### config.mk
export PLATFORM = sky130hd
export DESIGN_NAME = mem_arbiter
export DESIGN_NICKNAME = d
export VERILOG_FILES = /design/src/rtl/mem_arbiter.sv
export SDC_FILE = /design/constraint.sdc
export NUM_CORES = 1
export LEC_CHECK = 0
export BUFFER_PORTS_ARGS = -buffer_cell sky130_fd_sc_hd__buf_2
export CORE_MARGIN = 4
export CORE_UTILIZATION = 46
export CTS_CLUSTER_SIZE = 12
export DETAILED_ROUTE_END_ITERATION = 7
export PLACE_DENSITY_LB_ADDON = 0.25
export SETUP_SLACK_MARGIN = 0.15
export SYNTH_ARGS = -nofsm -noshare
export SYNTH_HDL_FRONTEND = slang
export SYNTH_SLANG_ARGS = --single-unit
export TNS_END_PERCENT = 5
### constraint.sdc
create_clock -name clk -period 5.1 [get_ports clk]
set_clock_uncertainty 0.1 [all_clocks]
set_input_delay 0.765 -clock clk [delete_from_list [all_inputs] [get_ports clk]]
set_output_delay 0.765 -clock clk [all_outputs]
set_load 0.03 [all_outputs]
### src/rtl/mem_arbiter.sv
// Arbiter/sequencer sharing the single MMU port between instruction fetch and data access.
// Data requests win over fetch; each access holds the MMU strobes for a fixed wait, then pulses ready.
module mem_arbiter #(
    parameter int RAM_WAIT  = 1,
    parameter int UART_WAIT = 3
) (
    input  logic        clk,
    input  logic        rst,
    input  logic        if_req,
    input  logic [31:0] if_addr,
    output logic [31:0] if_rdata,
    output logic        if_ready,
    input  logic        mem_req,
    input  logic        mem_we,
    input  logic        mem_byte,
    input  logic [31:0] mem_addr,
    input  logic [31:0] mem_wdata,
    output logic [31:0] mem_rdata,
    output logic        mem_ready,
    output logic        stall,
    output logic        mmu_read,
    output logic        mmu_write,
    output logic [31:0] mmu_addr,
    output logic [31:0] mmu_wdata,
    output logic        mmu_bytemode,
    input  logic [31:0] mmu_rdata
);

    typedef enum logic [1:0] {IDLE, BUSY, DONE} state_t;

    localparam logic [31:0] UART_DATA_ADDR = 32'hBFD0_03F8;
    localparam logic [31:0] UART_STAT_ADDR = 32'hBFD0_03FC;
    localparam logic [7:0]  RAM_CNT        = 8'(RAM_WAIT - 1);
    localparam logic [7:0]  UART_CNT       = 8'(UART_WAIT - 1);

    state_t      state;
    logic        owner;
    logic [7:0]  cnt;
    logic [31:0] lat_addr;
    logic [31:0] lat_wdata;
    logic        lat_we;
    logic        lat_byte;
    logic        is_uart;
    logic [31:0] rdata;

    logic [31:0] req_addr;
    logic [31:0] req_wdata;
    logic        req_we;
    logic        req_byte;
    logic        req_uart;
    logic        capture;

    always_comb begin
        req_addr  = if_addr;
        req_wdata = 32'h0;
        req_we    = 1'b0;
        req_byte  = 1'b0;
        if (mem_req) begin
            req_addr  = mem_addr;
            req_wdata = mem_wdata;
            req_we    = mem_we;
            req_byte  = mem_byte;
        end
        req_uart = (req_addr == UART_DATA_ADDR) || (req_addr == UART_STAT_ADDR);
        // UART data is sampled while its single strobe is active; RAM data at the end of the hold
        capture  = is_uart ? (cnt == UART_CNT) : (cnt == 8'd0);
    end

    always_ff @(posedge clk or posedge rst) begin
        if (rst) begin
            state     <= IDLE;
            owner     <= 1'b0;
            cnt       <= 8'd0;
            lat_addr  <= 32'h0;
            lat_wdata <= 32'h0;
            lat_we    <= 1'b0;
            lat_byte  <= 1'b0;
            is_uart   <= 1'b0;
            rdata     <= 32'h0;
            mmu_read  <= 1'b0;
            mmu_write <= 1'b0;
            if_ready  <= 1'b0;
            mem_ready <= 1'b0;
        end else begin
            case (state)
                IDLE: begin
                    mmu_read  <= 1'b0;
                    mmu_write <= 1'b0;
                    if_ready  <= 1'b0;
                    mem_ready <= 1'b0;
                    if (mem_req || if_req) begin
                        owner     <= mem_req;
                        lat_addr  <= req_addr;
                        lat_wdata <= req_wdata;
                        lat_we    <= req_we;
                        lat_byte  <= req_byte;
                        is_uart   <= req_uart;
                        cnt       <= req_uart ? UART_CNT : RAM_CNT;
                        mmu_read  <= ~req_we;
                        mmu_write <= req_we;
                        state     <= BUSY;
                    end
                end
                BUSY: begin
                    if (capture)
                        rdata <= lat_we ? 32'h0 : mmu_rdata;
                    if (cnt == 8'd0) begin
                        mmu_read  <= 1'b0;
                        mmu_write <= 1'b0;
                        if_ready  <= ~owner;
                        mem_ready <= owner;
                        state     <= DONE;
                    end else begin
                        cnt <= cnt - 8'd1;
                        // UART gets one strobe pulse, then recovery cycles with strobes low
                        if (is_uart) begin
                            mmu_read  <= 1'b0;
                            mmu_write <= 1'b0;
                        end
                    end
                end
                DONE: begin
                    if_ready  <= 1'b0;
                    mem_ready <= 1'b0;
                    state     <= IDLE;
                end
                default: begin
                    mmu_read  <= 1'b0;
                    mmu_write <= 1'b0;
                    if_ready  <= 1'b0;
                    mem_ready <= 1'b0;
                    state     <= IDLE;
                end
            endcase
        end
    end

    assign mmu_addr     = lat_addr;
    assign mmu_wdata    = lat_wdata;
    assign mmu_bytemode = lat_byte;
    assign if_rdata     = rdata;
    assign mem_rdata    = rdata;
    assign stall        = (if_req & ~if_ready) | (mem_req & ~mem_ready);

endmodule
### Word level (Yosys, flattened, before mapping)

Cells that the tools add are included.

* input bits: 134
* register bits: 114
* bits in writable memories: 0
* memories: 0
* bits in latches: 0
* output and inout bits: 134
* memory bits (read-only): 0
* logic and storage cells: 64

* shift operators: 0
* multipliers: 0
* $lt $le $gt $ge: 0
* equality and inequality tests: 9
* multiplexer cells: 23
* add/sub/neg operators: 1
* divide/modulo/power cells: 0
* reductions and logical operators: 10
* bitwise logic cells: 8

Operators by type and width (number)
* 2-to-1 mux 32 bit: 3
* equality test 32 bit, second input constant: 2
* 2-to-1 mux 8 bit: 2
* case mux 8 bit (2 select lines): 1
* 2-to-1 mux 1 bit: 11
* equality test 8 x 2 -> 1 bit, second input constant: 1
* zero test 8 bit: 1
* AND reduction 2 bit: 4
* subtractor 8 x 1 -> 8 bit, second input constant: 1
* 2-to-1 mux 2 bit: 3
* != test 2 bit, second input constant: 3
* case mux 1 bit (3 select lines): 2
* NOT 1 bit: 5
* case mux 2 bit (2 select lines): 1
* != test 3 bit, second input constant: 1
* AND reduction 3 bit: 1
* bitwise AND 1 bit: 2
* equality test 2 x 1 -> 1 bit, second input constant: 1
* equality test 2 bit, second input constant: 1
* zero test 2 bit: 1
* logical OR 1 bit: 2
* nonzero test 2 bit: 1
* OR 1 bit: 1

### Depth between registers and ports, before layout

Gate-level depths: netlist of the first run.

* word-level depth: 6
* gate-level depth with buffers: 8

### Worst setup path before layout of the first run

OpenSTA, ideal clock, no wires.

* path kind: input to output
* start point: input mem_req
* end point: output stall
* required time: 4.235 ns
* path buffers: 1
* setup slack: 2.752 ns
* arrival: 1.483 ns
* stages on the path: 3
* cell sequence: buf_2 inv_2 o22ai_1

* cells in the longest elaborated chain, start to end: 2

RTL lines
* start: declaration: RTL line 13 `input logic mem_req,`
* bitwise AND 1 bit: RTL line 143 `assign stall = (if_req & ~if_ready) | (mem_req & ~mem_ready);`
* OR 1 bit: RTL line 143
* end: declaration: RTL line 20 `output logic stall,`

No other way between the ends.

### Worst setup path in the final report of the first run

Same ends and word-level chain as after synthesis.

==> results of run 1 <==
## worst min-delay path, cell delays in order, from the launching register on
cell and delay (ps):
dfrtp_1 340, nand2_1 50, nand2_1 50
## routing by layer
metal,part of all wire,global-route usage
met5,0,0
met1,0.40,0.262
met3,0.073,0.0597
met2,0.51,0.360
met4,0.016,0.0784
## area by class of cell
cell class,instances,area [µm²]
flip-flops and latches,114,2850
clock buffers,24,492
multi-input cells,319,2000
well taps,140,175
inverters,7,28.8
clock inverters,1,5.00
repair buffers,272,1410
fillers,927,4030
## power by group through the flow
stage | logic [µW] | clock network (µW) | registers [µW]
4_1_cts | 177 | 1030 | 932
3_5_place_dp | 177 | 0 | 946
2_1_floorplan | 61.5 | 0 | 971
3_3_place_gp | 173 | 0 | 946
6_report | 174 | 1010 | 932
5_1_grt | 191 | 1080 | 933
## cell families after synthesis
group,share of synthesized area
muxes,0.0636
and+or+nand+nor,0.184
xor gates and xnor gates,0.00502
AOI/OAI and AO/OA,0.117
DFF,0.545
adders and majority gates,0.00718
buffers and inverters,0.0777
## stage by stage
stage               cell area [µm²]  std cells  total power (µW)  setup slack [ps]  utilization
finish                         6960        877              2120              2250        0.633
global route                   6960        877              2210              2160        0.633
CTS                            6930        876              2140              2250        0.631
detailed placement             6430        851              1120              1950        0.586
global placement               6430        851              1120              2080        0.586
floorplan                      5230        501              1030              1220            -
## placed cells by master, fill, tap and decap left out, drive strengths merged, types with 6 or more instances in the layout
cell type    n
buf        272
dfrtp      114
nand2      103
o21ai       40
a22o        35
nand3b      32
mux2i       31
clkbuf      24
nor2        13
nand4        9
nor2b        8
nand3        8
inv          7
a21oi        6
## final timing paths
path                            cells past startpoint         start  slack (ps)      endpoint
worst max-delay path                                5       mem_req        2250         stall
worst min-delay path                                2  if_rdata[27]         370  if_rdata[27]
worst max register to register                      5        cnt[2]        2560  if_rdata[29]
worst min register to register                      2  if_rdata[27]         370  if_rdata[27]
max in group asynchronous                           3           rst        3350   if_rdata[0]
min in group asynchronous                           2           rst         440   if_rdata[6]
## state kept, by name, summed over array words and instances (netlist names)
| register | flops |
|---|---|
| if_rdata | 32 |
| owner | 1 |
| mmu_write | 1 |
| mem_ready | 1 |
| lat_we | 1 |
| is_uart | 1 |
| mmu_bytemode | 1 |
| cnt | 8 |
| if_ready | 1 |
| mmu_read | 1 |
| mmu_addr | 32 |
| state | 2 |
| mmu_wdata | 32 |
==> out/metrics.cfg, run 1 <==
[status]
status=complete, no violations

[synth]
avgSynthCellArea_um2=10.4
yosysTopAreaCellShare=0.545
synth_flop_cell=dfrtp_1
synth_commonest_cells=dfrtp_1, nand2_1, a22o_1
yosysSeqAreaShare=0.545
synthTopCellsByArea=dfrtp_1, nand2_1, mux2i_1
yosysMostFrequentCell=dfrtp_1
ys_types=44
ys_warn_count=0
syn_inst=501
synth_area_um2=5230
ys_ff_latch=114
syn_nets=638
synth_edf_count=0
async_reset_ff_frac=1.00
yosys.area.top_type=dfrtp_1

[cts]
cts_resized=0
root_buffer=clkbuf_16
clock_path_buffers=2
post_cts_buffers=0
cts_tree=yes
numCtsBuffers=17
hold_buffers=0
cts.clk_slew.worst_paths_ps=50
clk_latency_ps=400
htree_num_levels=4
clock-sinks=114

[global_routing]
grt_max_degree=73
grt_pass1_wl_um=21900
antenna_found_initial=0
grtUsageTotal=0.214
grt_overflow=0
grt_pass1_vias=4391

[drt]
totalWireLength_um=14000
final_antenna_net_count=0
vias=4444
drc_errors=0
routedWlPerCell_um=16.0
dr.first_iter.drc_count=282
dr.pass1.iters=4
via_per_inst=5.07

[placed_design]
gp_congestion=0.810
io_buffers=267
hpwlAfterDp_um=10300

[pwr]
switching_share=0.222
p_comb_frac=0.082
leakage_uw=0.00353
powerDensity_nw_per_um2=304
power_frac_seq=0.440
p_int_uw=1650
p_clk_frac=0.477
p_sw_uw=470
ir_drop_uv=215

[worst_setup_path]
startpoint_type=primary input
crit_top_cell=buf_2
path_buf_inv=4
slowest_delay_ps=510
cp_data_arrival_time_ps=1990
path_cells=buf_2, buf_4, inv_2, o22ai_1, buf_2
critPathMaxFanout=47
cpLargestDelayFamily=buffers and inverters
cpMaxStageDelayCell=buf_4
worstSetupPathType=primary input to primary output
crit_required_ps=4240
endpoint_kind=primary output

[timing]
fin_crit_ps=2850
final.setup.tns_ps=0
fmax_ghz=0.350
rsz0062_at_grt=no
setup_viol=0
worst_pin_slew_ps=1250
hold_violations=0
timing.final.crit_share=0.560
maxSlewHeadroom=0.165
final_max_slew_viol_count=0
holdWs_ps=371

[cells_and_area]
diodes=0
nets=868
areaGrowthSynthToFinish_pct=33.0
drive_gt1_frac=0.410

[floorplan]
core_area_um2=11000
die_h_um=115
num_rows=38
fp.dieW_um=115
io_pins=268
fp.dieArea_um2=13100
start_util=0.476

[flow_run]
cap_violations=0

[worst_hold_path]
hp-class=flip-flop to flip-flop

Note: power is estimated with default switching activity, not from simulation.
==> run 2, diff against run 1 <==
==> constraint.sdc (replaced) <==
create_clock -name clk -period 2.9 [get_ports clk]
set_clock_uncertainty 0.1 [all_clocks]
set_input_delay 0.435 -clock clk [delete_from_list [all_inputs] [get_ports clk]]
set_output_delay 0.435 -clock clk [all_outputs]
set_load 0.03 [all_outputs]
==> run 2 against run 1 <==
Net effect:
- sequential power grew 76%
- worst hold slack lost 240 ps
- critical path depth grew 1
- non-clock buffer count grew 4
- global-route usage shrank 0.17 points
==> out/metrics.cfg, run 2 (synthesized netlist as in run 1, its figures left out) <==
[drt]
wl_met2_um=6950
vias=4551
met3_length_um=1160
totalWireLength_um=13900
dr.first_iter.drc_count=266
drc_errors=0
final_antenna_net_count=0
via_per_inst=5.13
top_layer=met4
dr.pass1.iters=4
wl_met1_um=5490
routedWlPerCell_um=15.7

[cts]
cts_tree=yes
clk_latency_ps=390
root_buffer=clkbuf_16
post_cts_buffers=0
hold_buffers=0
clock_path_buffers=2
numCtsBuffers=17
clock-sinks=114
htree_num_levels=4
cts.clk_slew.worst_paths_ps=50
cts_resized=0

[worst_setup_path]
path_cells=nor4_4, nand2_2, or4_1, buf_4, nand2_1, nand2_1
crit_required_ps=3070
cp_data_arrival_time_ps=2330
rrSetupSlack_ps=730
reg2reg_to=if_rdata[31]
reg2reg_from=cnt[2]
ff2ff_path_depth=6
worstSetupPathType=flip-flop to flip-flop
startpoint_type=flip-flop
endpoint_kind=flip-flop
cpMaxStageDelayCell=or4_1
crit_top_cell=nand2_1
critPathMaxFanout=32
slowest_delay_ps=510

[pwr]
ir_drop_uv=313
p_total_uw=3890
powerDensity_nw_per_um2=553
leakage_uw=0.00357

[floorplan]
fp.dieArea_um2=13100
io_pins=268
die_h_um=115
fp.dieW_um=115
num_rows=38
core_area_um2=11000
start_util=0.476

[cells_and_area]
nets=872
mostFrequentLayoutCell=buf_2
drive_gt1_frac=0.414
layout_common_cells=buf_2, dfrtp_1, nand2_1
areaGrowthSynthToFinish_pct=34.4
final_cells=887
diodes=0

[timing]
setup_slack_ps=735
rsz0062_at_grt=no
setup_viol=0
final.setup.tns_ps=0
worst_pin_slew_ps=817
maxSlewHeadroom=0.455
fin_crit_ps=2170
timing.final.crit_share=0.747
hold_violations=0
final_max_slew_viol_count=0
fmax_ghz=0.462

[global_routing]
grtUsageTotal=0.212
grt_overflow=0
antenna_found_initial=0
grt_pass1_vias=4471
grt_pass1_wl_um=22000
grt_max_degree=67

[placed_design]
gp_congestion=0.830
pre_cts_ws_ps=626
hpwlAfterDp_um=10400
place_inst=856
io_buffers=267

[worst_hold_path]
hp-class=primary input to asynchronous set/reset pin

[flow_run]
cap_violations=0

[status]
status=complete, no violations

## run 2: through the flow
stage / utilization / hold slack (ps) / cell area [µm²]
after floorplan: - / 338 / 5230
after global placement: 0.589 / 356 / 6470
after detailed placement: 0.589 / 363 / 6470
after CTS: 0.640 / 139 / 7030
after global routing: 0.640 / 145 / 7030
final: 0.640 / 135 / 7030
## run 2: how the worst max path moves through the flow
stage / endpoint / depth (start not counted) / from / slack, ps
3_3_place_gp: cnt[1] / 7 / mem_req / 690
4_1_cts: if_rdata[31] / 6 / cnt[2] / 740
2_1_floorplan: if_rdata[0] / 7 / cnt[2] / 920
3_5_place_dp: cnt[1] / 7 / mem_req / 630
5_1_grt: if_rdata[30] / 6 / cnt[2] / 570
6_report: if_rdata[31] / 6 / cnt[2] / 730
## run 2: critical path: cells and delay by family, from the launching register on
kind	cells	cell delay (ps)
flip-flops	1	450
buffers and inverters	1	250
AND/OR/NAND/NOR	5	1230
## run 2: layout make-up
cell class                 instances  area, µm²
fill                             929       3960
tap                              140        175
inverter                           7       30.0
timing repair buffer             276       1420
multi-input combinational        319       2000
sequential                       114       2850
clock inverter                     6       80.1
clock buffer                      25        475
## run 2: metal layers
| metal | track usage | up-vias |
|---|---|---|
| li1 | - | 2181 |
| met1 | 0.262 | 2154 |
| met2 | 0.354 | 193 |
| met5 | 0 | - |
| met4 | 0.0800 | 0 |
| met3 | 0.0592 | 23 |
## run 2: report_power, final
| part | switching [µW] | total [µW] | internal [µW] |
|---|---|---|---|
| Sequential | 19.0 | 1640 | 1620 |
| Combinational | 170 | 306 | 136 |
| Clock | 645 | 1940 | 1300 |
==> run 3, diff against run 2 <==
--- a/config.mk
+++ b/config.mk
@@ -7,7 +7,7 @@
 export LEC_CHECK = 0
 export BUFFER_PORTS_ARGS = -buffer_cell sky130_fd_sc_hd__buf_2
 export CORE_MARGIN = 4
-export CORE_UTILIZATION = 46
+export CORE_UTILIZATION = 41
 export CTS_CLUSTER_SIZE = 12
 export DETAILED_ROUTE_END_ITERATION = 7
 export PLACE_DENSITY_LB_ADDON = 0.25
==> constraint.sdc (replaced) <==
create_clock -name clk -period 1.8 [get_ports clk]
set_clock_uncertainty 0.1 [all_clocks]
set_input_delay 0.27 -clock clk [delete_from_list [all_inputs] [get_ports clk]]
set_output_delay 0.27 -clock clk [all_outputs]
set_load 0.03 [all_outputs]
==> run 3 against run 2 <==
Net effect:
- the flow now finishes with violations (negative setup slack)
- worst hold slack got worse by 120 ps
- register-to-register slack got worse by 830 ps
- via count rose by 7.7%
- critical path depth did not move
- clock power rose by 74%
- sequential power rose by 60%
- cell count rose by 12%
- non-clock buffer count rose by 76
==> out/metrics.cfg, run 3 (synthesized netlist as in run 1, its figures left out) <==
[placed_design]
io_buffers=267
place_inst=904
hpwlAfterDp_um=10800
gp_congestion=0.899

[timing]
final_max_slew_viol_count=0
final.setup.tns_ps=-2280
rsz0062_at_grt=yes
fmax_ghz=0.526
hold_violations=0
setup_slack_ps=-99.6
worst_pin_slew_ps=605
maxSlewHeadroom=0.596
holdWs_ps=16.7
timing.final.crit_share=1.06
setup_viol=32
fin_crit_ps=1900

[cells_and_area]
final_cells=993
utilization=0.651
fillers=983
nets=948
areaGrowthSynthToFinish_pct=52.7
mostFrequentLayoutCell=buf_2
layout_common_cells=buf_2, dfrtp_1, nand2_1
drive_gt1_frac=0.420

[cts]
cts.clk_slew.worst_paths_ps=50
clock-sinks=114
root_buffer=clkbuf_16
numCtsBuffers=17
htree_num_levels=4
clk_latency_ps=410
cts_tree=yes
clock_path_buffers=2

[pwr]
p_total_uw=6610
powerDensity_nw_per_um2=827
leakage_uw=0.00398
ir_drop_uv=680

[floorplan]
io_pins=268
start_util=0.427
fp.dieW_um=121
fp.dieArea_um2=14600
die_h_um=121
core_area_um2=12300
num_rows=40

[worst_hold_path]
hold_depth=3
hold_path_end=if_rdata[2]
hp-class=primary input to flip-flop
holdCritStartpoint=mmu_rdata[2]

[worst_setup_path]
worstSetupPathType=flip-flop to flip-flop
startpoint_type=flip-flop
cp_data_arrival_time_ps=2090
reg2reg_to=if_rdata[6]
endpoint_kind=flip-flop
ff2ff_path_depth=6
reg2reg_from=cnt[5]
crit_required_ps=1990
rrSetupSlack_ps=-100
critPathMaxFanout=16

[drt]
dr.pass1.iters=4
drc_errors=0
totalWireLength_um=15900
final_antenna_net_count=0
vias=4900
via_per_inst=4.93
routedWlPerCell_um=16.0
dr.first_iter.drc_count=224

[global_routing]
grt_pass1_wl_um=24500
antenna_found_initial=0
grtUsageTotal=0.212
grt_overflow=0
grt_max_degree=115
grt_pass1_vias=4917

[status]
violations=negative setup slack
status=complete, but fails checks

[flow_run]
cap_violations=0

-- run 3: changes by cell type in the layout (fill, tap and decap cells not counted), sizes merged --
cell	previous run	this run
clkinv	4	1
dlygate4sd3	0	52
diode	0	1
clkbuf	25	31
buf	276	298
-- run 3: power by group --
part | switching, µW | leakage (µW) | total (µW) | internal [µW]
Sequential | 23.0 | 0.00135 | 2630 | 2610
Clock | 1070 | 0.000298 | 3370 | 2290
Combinational | 305 | 0.00232 | 607 | 302
Total | 1400 | 0.00398 | 6610 | 5200
-- run 3: final cells by class --
class                      instances  area, µm²  share of cell area
tap                              168        210              0.0263
clock inverter                     3       65.1             0.00815
antenna                            1       2.50            0.000313
inverter                           7       30.0             0.00376
multi-input combinational        319       2050               0.256
clock buffer                      29        541              0.0677
sequential                       114       2850               0.357
timing repair buffer             352       2230               0.280
-- run 3: stage by stage --
step	cell area, µm²	setup WS (ps)
after floorplan	5230	-147
after global placement	6730	-59.8
after detailed placement	6730	-136
after CTS	7890	-97.9
after global routing	7980	-172
final	7980	-99.6
-- run 3: worst max path at each step --
| stage | start | end | slack [ps] | cells past startpoint |
|---|---|---|---|---|
| floorplan | cnt[3] | if_rdata[0] | -150 | 7 |
| global placement | cnt[5] | if_rdata[5] | -60 | 6 |
| detailed placement | cnt[5] | if_rdata[1] | -140 | 6 |
| CTS | cnt[2] | if_rdata[1] | -100 | 6 |
| global route | cnt[5] | if_rdata[8] | -170 | 6 |
| finish | cnt[5] | if_rdata[6] | -100 | 6 |
-- run 3: repair_timing --
action | in CTS | in global routing
pin swaps | 3 | 3
hold endpoints to repair | 165 | 0
hold buffers | 52 | 0
resized for setup | 7 | 10
cloned | 0 | 2
setup endpoints to repair | 40 | 90
buffers inserted | 1 | 1
-- run 3: layer usage --
metal / up-vias / share of wire / global-route usage
met5: - / 0 / 0
met4: 0 / 0.030 / 0.0977
met3: 40 / 0.063 / 0.0527
met2: 187 / 0.51 / 0.361
met1: 2329 / 0.40 / 0.252
li1: 2344 / - / -
-- run 3: critical path, cell delays in order, from the launching register on --
cell and delay, ps:
dfrtp_1 400, nor4_4 330, nand2_2 80, or4_4 540
clkbuf_16 210, nand2_1 80, nand2_1 50
